$ cat src/rtl/alu_mc_if.sv
// alu_mc_if -- request/result bundle for the multi-cycle ALU.
//
// Request side : in_valid, in_ready, op, src1, src2, cancel
// Result side  : out_valid, out_ready, result, result_hi, overflow, busy
//
// master : the execute stage (drives requests, consumes results)
// slave  : the ALU itself
interface alu_mc_if #(
    parameter int WIDTH = 32
);
    logic             in_valid;
    logic             in_ready;
    logic [3:0]       op;
    logic [WIDTH-1:0] src1;
    logic [WIDTH-1:0] src2;
    logic             cancel;
    logic             out_valid;
    logic             out_ready;
    logic [WIDTH-1:0] result;
    logic [WIDTH-1:0] result_hi;
    logic             overflow;
    logic             busy;

    modport master (
        output in_valid, op, src1, src2, cancel, out_ready,
        input  in_ready, out_valid, result, result_hi, overflow, busy
    );

    modport slave (
        input  in_valid, op, src1, src2, cancel, out_ready,
        output in_ready, out_valid, result, result_hi, overflow, busy
    );
endinterface

$ cat src/rtl/alu_mc.sv
// alu_mc -- parametrised multi-cycle integer ALU with valid/ready handshake.
//
// Ports:
//   clk  : clock, all state changes on the rising edge
//   rst  : asynchronous active-high reset
//   bus  : alu_mc_if.slave
//            in_valid/in_ready/op/src1/src2 : request (accepted on in_valid & in_ready)
//            cancel                         : abandon an in-flight MUL/DIV
//            out_valid/out_ready            : result handshake
//            result/result_hi/overflow      : registered result
//            busy                           : iterative unit running
//
// Ops 0-11 complete on the accept edge. Ops 12-15 (MUL/MULU/DIV/DIVU) run
// one shift-add / restoring-divide step per cycle over operand magnitudes,
// with the sign correction folded into the last step, so the result appears
// WIDTH+1 edges after the accept edge (including the accept edge).
// WIDTH must be one of 8, 16, 32, 64.
module alu_mc #(
    parameter int WIDTH = 32
) (
    input  logic     clk,
    input  logic     rst,
    alu_mc_if.slave  bus
);
    localparam int SHW = $clog2(WIDTH);
    localparam int CW  = $clog2(WIDTH + 1);

    localparam logic [1:0] ST_IDLE = 2'd0;
    localparam logic [1:0] ST_BUSY = 2'd1;
    localparam logic [1:0] ST_DONE = 2'd2;

    localparam logic [3:0] OP_ADD  = 4'd0;
    localparam logic [3:0] OP_SUB  = 4'd1;
    localparam logic [3:0] OP_SLT  = 4'd2;
    localparam logic [3:0] OP_SLTU = 4'd3;
    localparam logic [3:0] OP_AND  = 4'd4;
    localparam logic [3:0] OP_NOR  = 4'd5;
    localparam logic [3:0] OP_OR   = 4'd6;
    localparam logic [3:0] OP_XOR  = 4'd7;
    localparam logic [3:0] OP_SLL  = 4'd8;
    localparam logic [3:0] OP_SRL  = 4'd9;
    localparam logic [3:0] OP_SRA  = 4'd10;
    localparam logic [3:0] OP_LUI  = 4'd11;

    // ------------------------------------------------------------------
    // State
    // ------------------------------------------------------------------
    logic [1:0]       state_reg;
    logic [CW-1:0]    cnt_reg;
    logic [WIDTH-1:0] hi_reg;        // MUL: partial product high; DIV: partial remainder
    logic [WIDTH-1:0] lo_reg;        // MUL: multiplier shifting out; DIV: dividend in / quotient out
    logic [WIDTH-1:0] mag_reg;       // |src2|: multiplicand or divisor
    logic             is_mul_reg;
    logic             neg_q_reg;     // negate product / quotient at the end
    logic             neg_r_reg;     // negate remainder at the end
    logic             div_zero_reg;
    logic [WIDTH-1:0] result_reg;
    logic [WIDTH-1:0] result_hi_reg;
    logic             overflow_reg;
    logic             out_valid_reg;
    logic             busy_reg;

    // ------------------------------------------------------------------
    // Handshake
    // ------------------------------------------------------------------
    logic in_ready;
    logic accept;

    // A result in DONE frees the unit in the same cycle it is consumed,
    // which is what allows back-to-back issue.
    assign in_ready = (state_reg == ST_IDLE) ||
                      ((state_reg == ST_DONE) && bus.out_ready);
    assign accept   = bus.in_valid && in_ready;

    // ------------------------------------------------------------------
    // Single-cycle datapath
    // ------------------------------------------------------------------
    logic [WIDTH-1:0] a;
    logic [WIDTH-1:0] b;
    logic [SHW-1:0]   shamt;
    logic [WIDTH-1:0] sum;
    logic [WIDTH-1:0] diff;
    logic [WIDTH-1:0] alu_res;
    logic             alu_ovf;

    assign a     = bus.src1;
    assign b     = bus.src2;
    assign shamt = a[SHW-1:0];
    assign sum   = a + b;
    assign diff  = a - b;

    always_comb begin
        alu_res = '0;
        alu_ovf = 1'b0;
        case (bus.op)
            OP_ADD: begin
                alu_res = sum;
                alu_ovf = (a[WIDTH-1] == b[WIDTH-1]) && (sum[WIDTH-1] != a[WIDTH-1]);
            end
            OP_SUB: begin
                alu_res = diff;
                alu_ovf = (a[WIDTH-1] != b[WIDTH-1]) && (diff[WIDTH-1] != a[WIDTH-1]);
            end
            OP_SLT:  alu_res = {{(WIDTH-1){1'b0}}, ($signed(a) < $signed(b))};
            OP_SLTU: alu_res = {{(WIDTH-1){1'b0}}, (a < b)};
            OP_AND:  alu_res = a & b;
            OP_NOR:  alu_res = ~(a | b);
            OP_OR:   alu_res = a | b;
            OP_XOR:  alu_res = a ^ b;
            OP_SLL:  alu_res = b << shamt;
            OP_SRL:  alu_res = b >> shamt;
            OP_SRA:  alu_res = $signed(b) >>> shamt;
            OP_LUI:  alu_res = {b[WIDTH/2-1:0], {(WIDTH/2){1'b0}}};
            default: alu_res = '0;
        endcase
    end

    // ------------------------------------------------------------------
    // Operand conditioning for the iterative unit (ops 12-15).
    // op[0]=0 selects the signed variant, op[1]=0 selects multiply.
    // ------------------------------------------------------------------
    logic             is_multi_op;
    logic             op_signed;
    logic             neg1;
    logic             neg2;
    logic [WIDTH-1:0] mag1;
    logic [WIDTH-1:0] mag2;

    assign is_multi_op = (bus.op[3:2] == 2'b11);
    assign op_signed   = !bus.op[0];
    assign neg1        = op_signed && a[WIDTH-1];
    assign neg2        = op_signed && b[WIDTH-1];
    assign mag1        = neg1 ? -a : a;
    assign mag2        = neg2 ? -b : b;

    // ------------------------------------------------------------------
    // One iteration step
    // ------------------------------------------------------------------
    // Shift-add: add the multiplicand when the current multiplier LSB is
    // set, then shift the {carry, hi, lo} triple right by one.
    logic [WIDTH:0]   mul_sum;
    logic [WIDTH-1:0] mul_hi_next;
    logic [WIDTH-1:0] mul_lo_next;

    assign mul_sum     = {1'b0, hi_reg} + (lo_reg[0] ? {1'b0, mag_reg} : '0);
    assign mul_hi_next = mul_sum[WIDTH:1];
    assign mul_lo_next = {mul_sum[0], lo_reg[WIDTH-1:1]};

    // Restoring division: shift the next dividend bit into the remainder
    // and keep the difference when it does not go negative. The partial
    // remainder is always below 2*divisor, so WIDTH+1 bits are enough.
    logic [WIDTH:0]   rem_sh;
    logic [WIDTH:0]   rem_diff;
    logic             div_ge;
    logic [WIDTH-1:0] div_hi_next;
    logic [WIDTH-1:0] div_lo_next;

    assign rem_sh      = {hi_reg, lo_reg[WIDTH-1]};
    assign rem_diff    = rem_sh - {1'b0, mag_reg};
    assign div_ge      = !rem_diff[WIDTH];
    assign div_hi_next = div_ge ? rem_diff[WIDTH-1:0] : rem_sh[WIDTH-1:0];
    assign div_lo_next = {lo_reg[WIDTH-2:0], div_ge};

    // Sign correction applied to the outcome of the final step.
    // Divide-by-zero: the step above leaves the dividend magnitude in the
    // remainder, so the sign fix restores src1; only the quotient needs
    // forcing to all ones. MIN / -1 falls out naturally as MIN, rem 0.
    logic [2*WIDTH-1:0] prod_mag;
    logic [2*WIDTH-1:0] prod_fix;
    logic [WIDTH-1:0]   quot_fix;
    logic [WIDTH-1:0]   rem_fix;

    assign prod_mag = {mul_hi_next, mul_lo_next};
    assign prod_fix = neg_q_reg ? -prod_mag : prod_mag;
    assign quot_fix = div_zero_reg ? '1 : (neg_q_reg ? -div_lo_next : div_lo_next);
    assign rem_fix  = neg_r_reg ? -div_hi_next : div_hi_next;

    // ------------------------------------------------------------------
    // FSM and result registers
    // ------------------------------------------------------------------
    always_ff @(posedge clk or posedge rst) begin
        if (rst) begin
            state_reg     <= ST_IDLE;
            cnt_reg       <= '0;
            hi_reg        <= '0;
            lo_reg        <= '0;
            mag_reg       <= '0;
            is_mul_reg    <= 1'b0;
            neg_q_reg     <= 1'b0;
            neg_r_reg     <= 1'b0;
            div_zero_reg  <= 1'b0;
            result_reg    <= '0;
            result_hi_reg <= '0;
            overflow_reg  <= 1'b0;
            out_valid_reg <= 1'b0;
            busy_reg      <= 1'b0;
        end else begin
            case (state_reg)
                ST_IDLE: begin
                    // cancel has nothing to abort here
                end
                ST_BUSY: begin
                    if (bus.cancel) begin
                        state_reg <= ST_IDLE;
                        cnt_reg   <= '0;
                        busy_reg  <= 1'b0;
                    end else begin
                        cnt_reg <= cnt_reg - CW'(1);
                        hi_reg  <= is_mul_reg ? mul_hi_next : div_hi_next;
                        lo_reg  <= is_mul_reg ? mul_lo_next : div_lo_next;
                        // Counter reaches zero on this edge: commit.
                        if (cnt_reg == CW'(1)) begin
                            state_reg     <= ST_DONE;
                            busy_reg      <= 1'b0;
                            out_valid_reg <= 1'b1;
                            overflow_reg  <= 1'b0;
                            result_reg    <= is_mul_reg ? prod_fix[WIDTH-1:0] : quot_fix;
                            result_hi_reg <= is_mul_reg ? prod_fix[2*WIDTH-1:WIDTH] : rem_fix;
                        end
                    end
                end
                ST_DONE: begin
                    if (bus.out_ready) begin
                        out_valid_reg <= 1'b0;
                        state_reg     <= ST_IDLE;
                    end
                end
                default: begin
                    state_reg <= ST_IDLE;
                end
            endcase

            // A new accept (from IDLE, or from DONE during the handshake)
            // overrides the transitions above.
            if (accept) begin
                if (is_multi_op) begin
                    state_reg     <= ST_BUSY;
                    busy_reg      <= 1'b1;
                    out_valid_reg <= 1'b0;
                    cnt_reg       <= CW'(WIDTH);
                    hi_reg        <= '0;
                    lo_reg        <= mag1;
                    mag_reg       <= mag2;
                    is_mul_reg    <= !bus.op[1];
                    neg_q_reg     <= neg1 ^ neg2;
                    neg_r_reg     <= neg1;
                    div_zero_reg  <= (b == '0);
                end else begin
                    state_reg     <= ST_DONE;
                    out_valid_reg <= 1'b1;
                    result_reg    <= alu_res;
                    result_hi_reg <= '0;
                    overflow_reg  <= alu_ovf;
                end
            end
        end
    end

    assign bus.in_ready  = in_ready;
    assign bus.out_valid = out_valid_reg;
    assign bus.result    = result_reg;
    assign bus.result_hi = result_hi_reg;
    assign bus.overflow  = overflow_reg;
    assign bus.busy      = busy_reg;

endmodule

$ cat src/flat_wrapper.sv
// flat-port wrapper written by rule: the top's interface ports become plain ports
module alu_mc_flat 
#(
    parameter int WIDTH = 32
)
  (clk, rst, bus_in_valid, bus_op, bus_src1, bus_src2, bus_cancel, bus_out_ready, bus_in_ready, bus_out_valid, bus_result, bus_result_hi, bus_overflow, bus_busy);
  alu_mc_if #(.WIDTH(WIDTH)) bus_i ();
  input  logic clk;
  input  logic rst;
  input wire logic [$bits(bus_i.in_valid)-1:0] bus_in_valid;
  input wire logic [$bits(bus_i.op)-1:0] bus_op;
  input wire logic [$bits(bus_i.src1)-1:0] bus_src1;
  input wire logic [$bits(bus_i.src2)-1:0] bus_src2;
  input wire logic [$bits(bus_i.cancel)-1:0] bus_cancel;
  input wire logic [$bits(bus_i.out_ready)-1:0] bus_out_ready;
  output wire logic [$bits(bus_i.in_ready)-1:0] bus_in_ready;
  output wire logic [$bits(bus_i.out_valid)-1:0] bus_out_valid;
  output wire logic [$bits(bus_i.result)-1:0] bus_result;
  output wire logic [$bits(bus_i.result_hi)-1:0] bus_result_hi;
  output wire logic [$bits(bus_i.overflow)-1:0] bus_overflow;
  output wire logic [$bits(bus_i.busy)-1:0] bus_busy;
  assign bus_i.in_valid = bus_in_valid;
  assign bus_i.op = bus_op;
  assign bus_i.src1 = bus_src1;
  assign bus_i.src2 = bus_src2;
  assign bus_i.cancel = bus_cancel;
  assign bus_i.out_ready = bus_out_ready;
  assign bus_in_ready = bus_i.in_ready;
  assign bus_out_valid = bus_i.out_valid;
  assign bus_result = bus_i.result;
  assign bus_result_hi = bus_i.result_hi;
  assign bus_overflow = bus_i.overflow;
  assign bus_busy = bus_i.busy;
  alu_mc #(.WIDTH(WIDTH)) u_core (.clk(clk), .rst(rst), .bus(bus_i));
endmodule
$ cat config.mk
export PLATFORM = sky130hd
export DESIGN_NAME = alu_mc_flat
export DESIGN_NICKNAME = d
export VERILOG_FILES = /design/src/rtl/alu_mc_if.sv /design/src/rtl/alu_mc.sv /design/src/flat_wrapper.sv
export SDC_FILE = /design/constraint.sdc
export NUM_CORES = 2
export LEC_CHECK = 0
export ABC_AREA = 1
export CORE_ASPECT_RATIO = 1.5
export CORE_MARGIN = 5
export CORE_UTILIZATION = 65
export DETAILED_ROUTE_END_ITERATION = 7
export DONT_BUFFER_PORTS = 1
export PLACE_DENSITY = 0.85
export REMOVE_ABC_BUFFERS = 1
export SLEW_MARGIN = 20
export SYNTH_ARGS = -nofsm -noshare
export SYNTH_HDL_FRONTEND = slang
export SYNTH_SLANG_ARGS = --single-unit
export TNS_END_PERCENT = 50
$ cat constraint.sdc
create_clock -name clk -period 10.7 [get_ports clk]
set_clock_uncertainty 0.15 [all_clocks]
set_input_delay 1.07 -clock clk [delete_from_list [all_inputs] [get_ports clk]]
set_output_delay 1.07 -clock clk [all_outputs]
set_load 0.005 [all_outputs]
==> flow_summary_export.csv, run 1 <==
group,metric,value,unit
placement,dp_cells,5077,
placement,portBuffers,0,
clocking,clock-root-buffer,"clkbuf_16",
clocking,cts_buffer_depth,2,
placement,dp_hpwl,103800,um
run_status,tool.error,"[ERROR GRT-0116] Global routing finished with congestion. Check the congestion regions in the DRC Viewer.",
run_status,lastStage,"global routing (5_1_grt)",
run_status,status,"aborted with a tool error",
yosys,syn_avg_cell_area,5.752,um^2
die,start_util,65.57,%
yosys,ys_seq_area_share,16.25,%
grt,groute.usage.overall,62.62,%
yosys,synth_edf_count,0,
yosys,synth_flop_cell,"dfrtp_1",
grt,grt_pass1_wl,217600,um
die,die_y,259.4,um
die,io_pins,141,
clocking,hold_buffers,0,
die,die_w,176.3,um
yosys,syn_inst,4686,
clocking,cts_sinks,175,
grt,grt_pass1_vias,34580,
yosys,ys_warn_count,0,
clocking,cts_max_level,4,
placement,gp_congestion,1.288,
clocking,cts_buffers,17,
grt,grt_overflow,11,
clocking,postCtsResizedCells,0,
yosys,synth_cell_type_count,67,
yosys,synthArstFlopShare,100.0,%
grt,grt_max_degree,108,
yosys,synth-seq-cells,175,
clocking,cts_setup_buffers,0,
die,fp-row-count,91,
yosys,syn_area,0.02695,mm^2
==> layer usage <==
layer,GRT overflow,track usage (%)
met5,0,2.193
met4,6,68.57
met3,0,32.20
met2,5,87.59
met1,0,62.89
==> cell usage after synthesis, types with 10 or more instances <==
cell type / number / area share (%)
o31ai_1: 17 / 0.47
clkbuf_1: 161 / 2.2
o22ai_1: 31 / 0.72
ha_1: 169 / 7.8
nand3_1: 241 / 4.5
o221ai_1: 21 / 0.68
nand2_1: 1157 / 16
o21bai_1: 11 / 0.31
nand4_1: 59 / 1.4
buf_1: 26 / 0.36
o2111ai_1: 20 / 0.65
or2_2: 16 / 0.37
o21a_1: 20 / 0.56
nor2_4: 10 / 0.42
o21ai_0: 482 / 9.0
xnor2_1: 10 / 0.32
o21ai_1: 15 / 0.28
o311ai_0: 12 / 0.39
nor2_1: 476 / 6.6
nor2_2: 11 / 0.26
o211ai_1: 47 / 1.3
inv_2: 30 / 0.42
a221oi_1: 33 / 1.1
nor3_1: 62 / 1.2
nand2_2: 32 / 0.74
dfrtp_1: 175 / 16
a31oi_1: 45 / 1.0
xor2_1: 83 / 2.7
nand2_4: 11 / 0.46
nor4_1: 16 / 0.37
a211oi_1: 12 / 0.33
a21oi_1: 414 / 7.7
inv_1: 633 / 8.8
==> metrics by stage <==
| stage | setup WS, ps | hold slack [ps] | utilization [%] | area (um^2) |
|---|---|---|---|---|
| floorplan | 1600 | 319.9 | - | 26150 |
| global placement | 5823 | 336.3 | 66.03 | 27140 |
| detailed placement | 5771 | 359.5 | 66.03 | 27140 |
| CTS | 6063 | 377.4 | 67.43 | 27720 |
==> cells by family after synthesis <==
family | Yosys count | synth area share, %
compound gates | 1243 | 26.48
xor+xnor | 93 | 3.022
fa+ha+maj | 173 | 8.143
buf+inv | 866 | 12.27
flops | 175 | 16.25
mux | 10 | 0.3760
simple gates | 2126 | 33.46
==> run 2, diff against run 1 <==
Settings changed: CORE_ASPECT_RATIO 1.5 to default, CORE_UTILIZATION 65 to 40, PLACE_DENSITY 0.85 to default, PLACE_DENSITY_LB_ADDON from default to 0.15.
==> run 2 against run 1 <==
The flow now finishes without violations. Synthesized cell count is the same. Area after synthesis is the same.
==> flow_summary_export.csv, run 2 <==
group,metric,value,unit
yosys,syn_area,0.02695,mm^2
yosys,synth_common_cells,"nand2_1, inv_1, o21ai_0",
detailed_routing,wire_per_inst,25.88,um
clocking,clock-root-buffer,"clkbuf_16",
detailed_routing,drt_first_pass_iters,8,
layout,layout.nets,4786,
timing,worst_pin_slew,1073,ps
grt,grt_pass1_vias,30570,
grt,groute.usage.overall,36.95,%
worst_setup_path,endpoint_kind,"register",
grt,antenna_found_initial,1,
yosys,syn_avg_cell_area,5.752,um^2
timing,final_max_slew_viol_count,0,
detailed_routing,drc,0,
timing,period_share,48.84,%
yosys,yosys.area_share.simple,33.46,%
timing,max_slew_margin,28.42,%
worst_setup_path,worstReg2RegStart,"u_core.lo_reg[31]",
die,die_w,269.6,um
layout,area_growth,4.744,%
clocking,cts_sinks,175,
die,die_y,269.6,um
yosys,ys_warn_count,0,
placement,dp_hpwl,112300,um
clocking,cts_tree,"built",
yosys,synth_edf_count,0,
yosys,ys_seq_area_share,16.25,%
power_and_ir_drop,powerDensity,292.4,mW/mm^2
worst_setup_path,cp.required,10940,ps
die,fp-row-count,95,
worst_setup_path,worstSetupPathType,"reg2reg",
detailed_routing,wl,140600,um
layout,drive_gt1_share,4.788,%
yosys,synth_compound_area_share,26.48,%
grt,grt_overflow,0,
yosys,synth_cell_type_count,67,
layout,final_common_cell,"nand2_1",
grt,grt_max_degree,115,
yosys,synth_top_area_share,16.25,%
yosys,synth.most_common_cell,"nand2_1",
detailed_routing,via_count,32350,
worst_setup_path,start_kind,"register",
clocking,cts_buffers,17,
detailed_routing,via_per_inst,5.957,
yosys,synth-xor-area-share,3.022,%
placement,place_ws,5600,ps
yosys,yosys.area_share.adder,8.143,%
die,start_util,40.20,%
clocking,clk_latency,500,ps
yosys,synth_mux_area_share,0.3760,%
layout,layout_common_cells,"nand2_1, inv_1, o21ai_0, nor2_1, a21oi_1",
grt,grt_pass1_wl,203500,um
detailed_routing,antenna_left,0,
placement,gp_congestion,1.067,
worst_setup_path,reg2regPathDepth,23,
clocking,hold_buffers,0,
clocking,cts_buffer_depth,2,
worst_setup_path,cp.arrival,5470,ps
yosys,syn_inst,4686,
worst_setup_path,critPathCapture,"u_core.bus.result[26]",
worst_hold_path,hold_path.class,"reg2reg",
worst_setup_path,path_max_fanout,24,
clocking,postCtsResizedCells,0,
timing,rsz0062_at_grt,"no",
run,maxCapViolations,0,
clocking,clkTransAtPathRegs,90,ps
yosys,yosys-top-cells-area,"dfrtp_1, nand2_1, o21ai_0",
placement,dp_cells,5394,
die,io_pins,141,
yosys,synth_top_area_cell,"dfrtp_1",
detailed_routing,drtIter0Drc,3319,
worst_setup_path,startpoint,"u_core.lo_reg[31]",
timing,hold_viol,0,
worst_setup_path,reg2reg_to,"u_core.bus.result[26]",
timing,max_freq,191.3,MHz
die,dieArea,0.07267,mm^2
run_status,status,"complete, no violations",
clocking,cts_setup_buffers,0,
yosys,synth_flop_cell,"dfrtp_1",
power_and_ir_drop,ir_drop,158.5,uV
clocking,cts_max_level,4,
timing,setup-tns-final,0,ps
yosys,synth_top_family_by_area,"simple AND/OR/NAND/NOR gates",
timing,finalWorstSetupSlack,5474,ps
power_and_ir_drop,p_leak,13.78,nW
die,core,0.06704,mm^2
layout,fin_cells,5431,
worst_setup_path,reg2reg_slack,5470,ps
yosys,synthArstFlopShare,100.0,%
timing,finalSetupViolCount,0,
timing,fin_crit,5226,ps
yosys,synth-seq-cells,175,
placement,portBuffers,0,
power_and_ir_drop,power,8.255,mW
==> run 2: cell counts after synthesis <==
Identical to the previous run, type by type.
==> run 2: critical path: stages, from the launching register on <==
cell and delay, ps:
dfrtp_1 410, inv_1 260, ha_1 270, inv_1 100, fa_1 440, nand2_1 90, nand2_1 90, nand3_1 110
nand2_2 100, nand2_2 90, nand2_4 60, nand2_4 90, nand2_4 60, nand2_2 120, nand2_4 220, ha_1 270
nor2_1 700, inv_1 540, nand2_1 190, nor2_1 50, o311ai_0 430, nand2_1 120, nand2_1 90, inv_1 40
==> run 2: kinds of logic (layout without fill, tap and decap cells) <==
| family | Yosys count | in the layout |
|---|---|---|
| simple gates | 2126 | 2126 |
| mux | 10 | 10 |
| xor+xnor | 93 | 93 |
| flops | 175 | 175 |
| buf+inv | 866 | 733 |
| fa+ha+maj | 173 | 173 |
| other cells | 0 | 5 |
| compound gates | 1243 | 1243 |
==> run 2: final cells by class <==
| class | count | area, um^2 |
|---|---|---|
| clock buffer | 17 | 425.4 |
| timing repair buffer | 34 | 255.2 |
| fill | 7693 | 38810 |
| tap | 873 | 1092 |
| sequential | 175 | 4384 |
| multi-input combinational | 3645 | 19310 |
| antenna | 5 | 12.51 |
| inverter | 667 | 2515 |
| clock inverter | 15 | 240.2 |
==> run 2: worst min path at each step <==
| stage | startpoint | to | slack, ps | cells after the start |
|---|---|---|---|---|
| finish | u_core.state_reg[0] | u_core.state_reg[0] | 370 | 2 |
| detailed placement | u_core.state_reg[0] | u_core.state_reg[0] | 350 | 2 |
| CTS | u_core.state_reg[0] | u_core.state_reg[0] | 370 | 2 |
| global route | u_core.mag_reg[6] | u_core.mag_reg[6] | 410 | 2 |
| floorplan | u_core.state_reg[0] | u_core.state_reg[0] | 320 | 2 |
| global placement | u_core.state_reg[0] | u_core.state_reg[0] | 340 | 2 |
==> run 2: per-stage QoR <==
step                area [um^2]  util, %  hold WS [ps]
finish                    28230    42.11         370.4
global route              28220    42.09         414.8
global placement          27550    41.10         341.4
CTS                       28220    42.09         372.9
floorplan                 26150        -         319.9
detailed placement        27550    41.10         351.9
==> run 2: where the power goes <==
| part | internal, mW | leakage [nW] | total, mW | switching [mW] |
|---|---|---|---|---|
| Sequential | 0.915 | 2.22 | 1.39 | 0.473 |
| Clock | 0.385 | 0.322 | 0.738 | 0.353 |
| Combinational | 1.74 | 11.2 | 6.13 | 4.39 |
==> run 2: layer usage <==
metal,wire (um),track usage [%],share of wire [%],up-vias
met5,0,0,0,-
met1,53020,43.14,38,15040
met2,63200,60.19,45,1588
met3,11630,7.548,8.3,441
li1,-,-,-,15290
met4,12700,27.03,9.0,0
Power figures use the tool's default switching activity.
